**src/rtl/signal_debouncer_pkg.sv**
```systemverilog
// -----------------------------------------------------------------------------
// signal_debouncer_pkg
// Shared types and constants for the signal debouncer and its synchronizer.
//   deb_state_e          : debounce FSM states (STABLE, CONFIRM)
//   DEB_SYNC_STAGES_DEF  : default synchronizer depth
//   DEB_CYCLES_DEF       : default number of confirmation cycles
//   deb_cnt_width()      : width of the confirmation counter for a cycle count
// -----------------------------------------------------------------------------
package signal_debouncer_pkg;

    typedef enum logic {
        STABLE  = 1'b0,
        CONFIRM = 1'b1
    } deb_state_e;

    localparam int DEB_SYNC_STAGES_DEF = 2;
    localparam int DEB_CYCLES_DEF      = 4;

    // Counter must be able to represent DEBOUNCE_CYCLES itself.
    function automatic int deb_cnt_width(input int cycles);
        return $clog2(cycles + 1);
    endfunction

endpackage

```
**src/rtl/signal_debouncer_sync_chain.sv**
```systemverilog
// -----------------------------------------------------------------------------
// sync_chain
// Multi-flop synchronizer for a single asynchronous level input. Reusable for
// any pin that has no timing relation to clk.
// Parameters:
//   STAGES      : number of flops in the chain (2..4)
//   RESET_VALUE : level loaded into every flop while rst_n is low
// Ports:
//   clk   in  : sampling clock
//   rst_n in  : asynchronous active-low reset
//   din   in  : asynchronous input level
//   dout  out : synchronized level (last flop of the chain)
// -----------------------------------------------------------------------------
module sync_chain #(
    parameter int   STAGES      = 2,
    parameter logic RESET_VALUE = 1'b0
) (
    input  logic clk,
    input  logic rst_n,
    input  logic din,
    output logic dout
);

    logic [STAGES-1:0] chain_q;
    logic [STAGES-1:0] chain_d;

    // chain_q[0] is the metastability-exposed flop; only the last stage leaves.
    always_comb begin
        chain_d = {chain_q[STAGES-2:0], din};
    end

    always_ff @(posedge clk or negedge rst_n) begin
        if (!rst_n) begin
            chain_q <= {STAGES{RESET_VALUE}};
        end else begin
            chain_q <= chain_d;
        end
    end

    assign dout = chain_q[STAGES-1];

endmodule

```
**src/rtl/signal_debouncer.sv**
```systemverilog
// -----------------------------------------------------------------------------
// signal_debouncer
// Conditions an asynchronous, possibly bouncing raw input into a clean,
// synchronous level. raw_in is synchronized through a flop chain, then a new
// level is accepted only after it has held for DEBOUNCE_CYCLES consecutive
// cycles.
// Optional feature macro: SIGNAL_DEBOUNCER_EDGE_PULSE_EN
//   defined   : rise_pulse / fall_pulse are registered one-cycle edge pulses
//   undefined : rise_pulse / fall_pulse tied to 0, no edge flops
// Parameters:
//   SYNC_STAGES     : synchronizer depth (2..4)
//   DEBOUNCE_CYCLES : confirmation length in cycles (1..65535)
//   RESET_VALUE     : level of synchronizer and in_signal during/after reset
// Ports:
//   clk        in  : clock, rising edge
//   rst_n      in  : asynchronous active-low reset
//   raw_in     in  : asynchronous raw level
//   in_signal  out : debounced level
//   pending    out : high while a candidate change is being confirmed
//   rise_pulse out : one cycle pulse on in_signal 0->1 (optional)
//   fall_pulse out : one cycle pulse on in_signal 1->0 (optional)
// -----------------------------------------------------------------------------
module signal_debouncer
    import signal_debouncer_pkg::*;
#(
    parameter int   SYNC_STAGES     = DEB_SYNC_STAGES_DEF,
    parameter int   DEBOUNCE_CYCLES = DEB_CYCLES_DEF,
    parameter logic RESET_VALUE     = 1'b0
) (
    input  logic clk,
    input  logic rst_n,
    input  logic raw_in,
    output logic in_signal,
    output logic pending,
    output logic rise_pulse,
    output logic fall_pulse
);

    localparam int              CNT_W    = deb_cnt_width(DEBOUNCE_CYCLES);
    localparam logic [CNT_W-1:0] CNT_LAST = CNT_W'(DEBOUNCE_CYCLES - 1);
    localparam logic [CNT_W-1:0] CNT_ONE  = CNT_W'(1);
    localparam logic [CNT_W-1:0] CNT_MAX  = '1;

    logic             sync_q;
    deb_state_e       state_q, state_d;
    logic [CNT_W-1:0] cnt_q, cnt_d;
    logic             in_signal_q, in_signal_d;
    logic             pending_q, pending_d;

    // Synchronizer stage
    sync_chain #(
        .STAGES      (SYNC_STAGES),
        .RESET_VALUE (RESET_VALUE)
    ) u_sync_chain (
        .clk   (clk),
        .rst_n (rst_n),
        .din   (raw_in),
        .dout  (sync_q)
    );

    // Debounce stage: next-state logic
    always_comb begin
        state_d     = state_q;
        cnt_d       = cnt_q;
        in_signal_d = in_signal_q;

        case (state_q)
            STABLE: begin
                cnt_d = '0;
                if (sync_q != in_signal_q) begin
                    if (DEBOUNCE_CYCLES == 1) begin
                        // A single matching sample is already sufficient.
                        in_signal_d = sync_q;
                    end else begin
                        state_d = CONFIRM;
                        cnt_d   = CNT_ONE;
                    end
                end
            end
            CONFIRM: begin
                if (sync_q == in_signal_q) begin
                    // Bounced back before confirmation: drop the candidate.
                    state_d = STABLE;
                    cnt_d   = '0;
                end else if (cnt_q == CNT_LAST) begin
                    in_signal_d = sync_q;
                    cnt_d       = '0;
                    state_d     = STABLE;
                end else if (cnt_q != CNT_MAX) begin
                    cnt_d = cnt_q + CNT_ONE;
                end
            end
            default: begin
                state_d = STABLE;
                cnt_d   = '0;
            end
        endcase

        pending_d = (state_d == CONFIRM);
    end

`ifdef SIGNAL_DEBOUNCER_EDGE_PULSE_EN
    logic rise_pulse_q, rise_pulse_d;
    logic fall_pulse_q, fall_pulse_d;

    // Pulses coincide with the first cycle of the new in_signal level.
    always_comb begin
        rise_pulse_d =  in_signal_d & ~in_signal_q;
        fall_pulse_d = ~in_signal_d &  in_signal_q;
    end
`endif

    // Debounce stage: registers
    always_ff @(posedge clk or negedge rst_n) begin
        if (!rst_n) begin
            state_q      <= STABLE;
            cnt_q        <= '0;
            in_signal_q  <= RESET_VALUE;
            pending_q    <= 1'b0;
`ifdef SIGNAL_DEBOUNCER_EDGE_PULSE_EN
            rise_pulse_q <= 1'b0;
            fall_pulse_q <= 1'b0;
`endif
        end else begin
            state_q      <= state_d;
            cnt_q        <= cnt_d;
            in_signal_q  <= in_signal_d;
            pending_q    <= pending_d;
`ifdef SIGNAL_DEBOUNCER_EDGE_PULSE_EN
            rise_pulse_q <= rise_pulse_d;
            fall_pulse_q <= fall_pulse_d;
`endif
        end
    end

    assign in_signal = in_signal_q;
    assign pending   = pending_q;

`ifdef SIGNAL_DEBOUNCER_EDGE_PULSE_EN
    assign rise_pulse = rise_pulse_q;
    assign fall_pulse = fall_pulse_q;
`else
    assign rise_pulse = 1'b0;
    assign fall_pulse = 1'b0;
`endif

endmodule
```
**config.mk**
```make
export PLATFORM = sky130hd
export DESIGN_NAME = signal_debouncer
export DESIGN_NICKNAME = d
export VERILOG_FILES = /design/src/rtl/signal_debouncer_pkg.sv /design/src/rtl/signal_debouncer_sync_chain.sv /design/src/rtl/signal_debouncer.sv
export SDC_FILE = /design/constraint.sdc
export NUM_CORES = 1
export LEC_CHECK = 0
export ABC_AREA = 1
export BUFFER_PORTS_ARGS = -buffer_cell sky130_fd_sc_hd__clkbuf_2
export CAP_MARGIN = 20
export CORE_AREA = 2 2 39 41
export CTS_CLUSTER_DIAMETER = 80
export CTS_CLUSTER_SIZE = 40
export DETAILED_ROUTE_END_ITERATION = 10
export DIE_AREA = 0 0 41 43
export GPL_ROUTABILITY_DRIVEN = 1
export SYNTH_ARGS = -nofsm -noshare
export SYNTH_HDL_FRONTEND = slang
export SYNTH_SLANG_ARGS = --single-unit
```
**constraint.sdc**
```tcl
create_clock -name clk -period 1.15 [get_ports clk]
set_input_delay 0.1725 -clock clk [delete_from_list [all_inputs] [get_ports clk]]
set_output_delay 0.1725 -clock clk [all_outputs]
set_load 0.01 [all_outputs]
```
==> impl_metrics.env <==
export IMPL_clkLatencyLatePin_ps=240
export IMPL_root_buffer="clkbuf_4"
export IMPL_cts_buffer_depth=2
export IMPL_die_y_um=43
export IMPL_hold_class="input pin to flop"
export IMPL_crit_path_start_kind="flop"
export IMPL_synth_top_area_frac=0.5469
export IMPL_syn_cell_area_um2=320.3
export IMPL_critPathTopFamily="flip-flops"
export IMPL_end_kind="flop"
export IMPL_final_common_cell="nand2_1"
export IMPL_h_tree_depth=1
export IMPL_die_w_um=41
export IMPL_drt_iter0_markers=1
export IMPL_clkSinkCount=7
export IMPL_crit_slowest_cell="dfrtp_1"
export IMPL_period_share=0.9078
export IMPL_routed_wl_um=491
export IMPL_drive_gt1_frac=0.2500
export IMPL_gp_congestion=0.6448
export IMPL_regArea_um2=175.2
export IMPL_synth_warnings=0
export IMPL_critPathKind="flop to flop"
export IMPL_netlist_top_cell_by_area="dfrtp_1"
export IMPL_yosys_top_cells_area="dfrtp_1, nand2_1, inv_1, buf_4, ha_1"
export IMPL_port_buffers=4
export IMPL_met3_length_um=30
export IMPL_wl_met1_um=184
export IMPL_grt_pass1_vias=221
export IMPL_skew_ps=2.362
export IMPL_grt_max_degree=8
export IMPL_dpl_hpwl_um=381.5
export IMPL_crit_buf_inv=1
export IMPL_maxCapViolCount=0
export IMPL_antenna_diode_count=0
export IMPL_yosys_cell_types_count=13
export IMPL_synth_seq_area_share=0.5469
export IMPL_grt_overflow=0
export IMPL_final_nets=49
export IMPL_area_growth_pct=21.09
export IMPL_wl_met2_um=275
export IMPL_wire_per_inst_um=8.183
export IMPL_drc=0
export IMPL_crit_fanout=3
export IMPL_dr_pass1_iters=2
export IMPL_grt_pass1_wl_um=821
export IMPL_hold_viol=0
export IMPL_core_area_mm2=0.001384
export IMPL_vias=235
export IMPL_pre_cts_slack_ps=101.2
export IMPL_num_rows=14
export IMPL_dieArea_mm2=0.001763
export IMPL_fin_crit_ps=1044
export IMPL_tritoncts="built"
export IMPL_power_density_mw_per_mm2=2003
export IMPL_final_cell_mix="nand2_1, inv_1, dfrtp_1, clkbuf_2, clkbuf_4"
export IMPL_vias_per_cell=3.917
export IMPL_cp_common_cell="nand2_1"
export IMPL_finalMaxSlewViolations=0
export IMPL_required_ps=1280
export IMPL_whs_ps=39.00
export IMPL_fillCellCount=154
export IMPL_top_layer_used="met3"
export IMPL_postRouteAntennaNets=0
export IMPL_status="finished clean"
export IMPL_synth_seq_cells=7
export IMPL_timing_fmax_mhz=957.9
export IMPL_crit_chain="ha_2 -> nand2_1 -> inv_1 -> nand3_1 -> nand2_1 -> nand2_1"
export IMPL_power_leakage_uw=0.0002048
export IMPL_syn_area_per_cell_um2=8.897
export IMPL_irDropWorstVdd_v=0.0005805
export IMPL_multi_input_area_um2=110.1
export IMPL_syn_inst=36
export IMPL_grt_use_total=0.07295
export IMPL_max_stage_delay_ps=370
export IMPL_cts_clk_slew_worst_paths_ps=50
export IMPL_io_pins=7
export IMPL_initial_core_util=0.2315
export IMPL_setup_ws_ps=106.1
export IMPL_grt_antenna_before_repair=0
export IMPL_final_setup_viol_count=0
export IMPL_worstPathArrival_ps=1170
export IMPL_cts_buffers=3
==> stage by stage <==
step	TNS (ps)	util	cells	area, um^2	total power, uW
floorplan	0	-	37	324.1	501.8
global route	-0.4283	0.2803	60	387.9	842.7
CTS	0	0.2785	60	385.4	791.2
finish	0	0.2803	60	387.9	777.0
detailed placement	0	0.2523	55	349.1	570.8
global placement	0	0.2523	55	349.1	558.5
==> cell type report <==
type                            instances  share of cell area
Timing Repair Buffer                    5             0.07742
Sequential cell                         7              0.4516
Tap cell                               16             0.05161
Clock buffer                            4             0.06774
Multi-Input combinational cell         21              0.2839
Inverter                                7             0.06774
==> what timing repair did <==
action                                  CTS  global route
endpoints found under the setup margin    0             1
hold buffers                              1             0
resized for setup                         0             1
endpoints found under the hold margin     7             0
buffers inserted                          0             0
==> Yosys cell counts <==
library cell,number
buf_4,2
conb_1,1
dfrtp_1,7
ha_1,1
inv_1,7
nand2_1,8
nand2_2,2
nand3_1,1
nand3_2,1
nand4_1,2
nor2_1,2
o21ai_0,1
o21ai_1,1
==> metal layers <==
layer  GRT usage  vias to the layer above
met5           0                        -
met3     0.01571                        0
met1     0.06954                      108
met4     0.06000                        0
li1            -                      122
met2      0.1219                        5
==> kinds of logic after synthesis <==
family / after synthesis / synth area share
and+or+nand+nor: 16 / 0.2422
buffers and inverters: 9 / 0.1289
DFF: 7 / 0.5469
AOI/OAI and AO/OA: 2 / 0.03122
adders and majority gates: 1 / 0.03906
other: 1 / 0.01171
==> state kept, by name (all words and copies together) (netlist names) <==
| signal | count |
|---|---|
| u_sync_chain.chain_q | 2 |
| in_signal | 1 |
| pending | 1 |
| cnt_q | 3 |
==> path summary, 6_finish.rpt <==
check | start | to | slack (ps) | depth (start not counted)
min in group asynchronous | rst_n | cnt_q[0]$_DFFE_PN0P_ | 320 | 2
hold / removal | raw_in | u_sync_chain.chain_q[0]$_DFF_PN0_ | 40 | 1
hold reg to reg | u_sync_chain.chain_q[0]$_DFF_PN0_ | u_sync_chain.chain_q[1]$_DFF_PN0_ | 340 | 0
setup / recovery | cnt_q[0]$_DFFE_PN0P_ | cnt_q[0]$_DFFE_PN0P_ | 110 | 6
setup reg to reg | cnt_q[0]$_DFFE_PN0P_ | cnt_q[0]$_DFFE_PN0P_ | 110 | 6
max in group asynchronous | rst_n | pending$_DFF_PN0_ | 680 | 2
==> where the power goes <==
part           internal (uW)  switching, uW
combinational           83.6            121
sequential               305           59.1
clock                    132           77.0
total                    520            257
No activity file was read; power rests on OpenSTA's default activity.
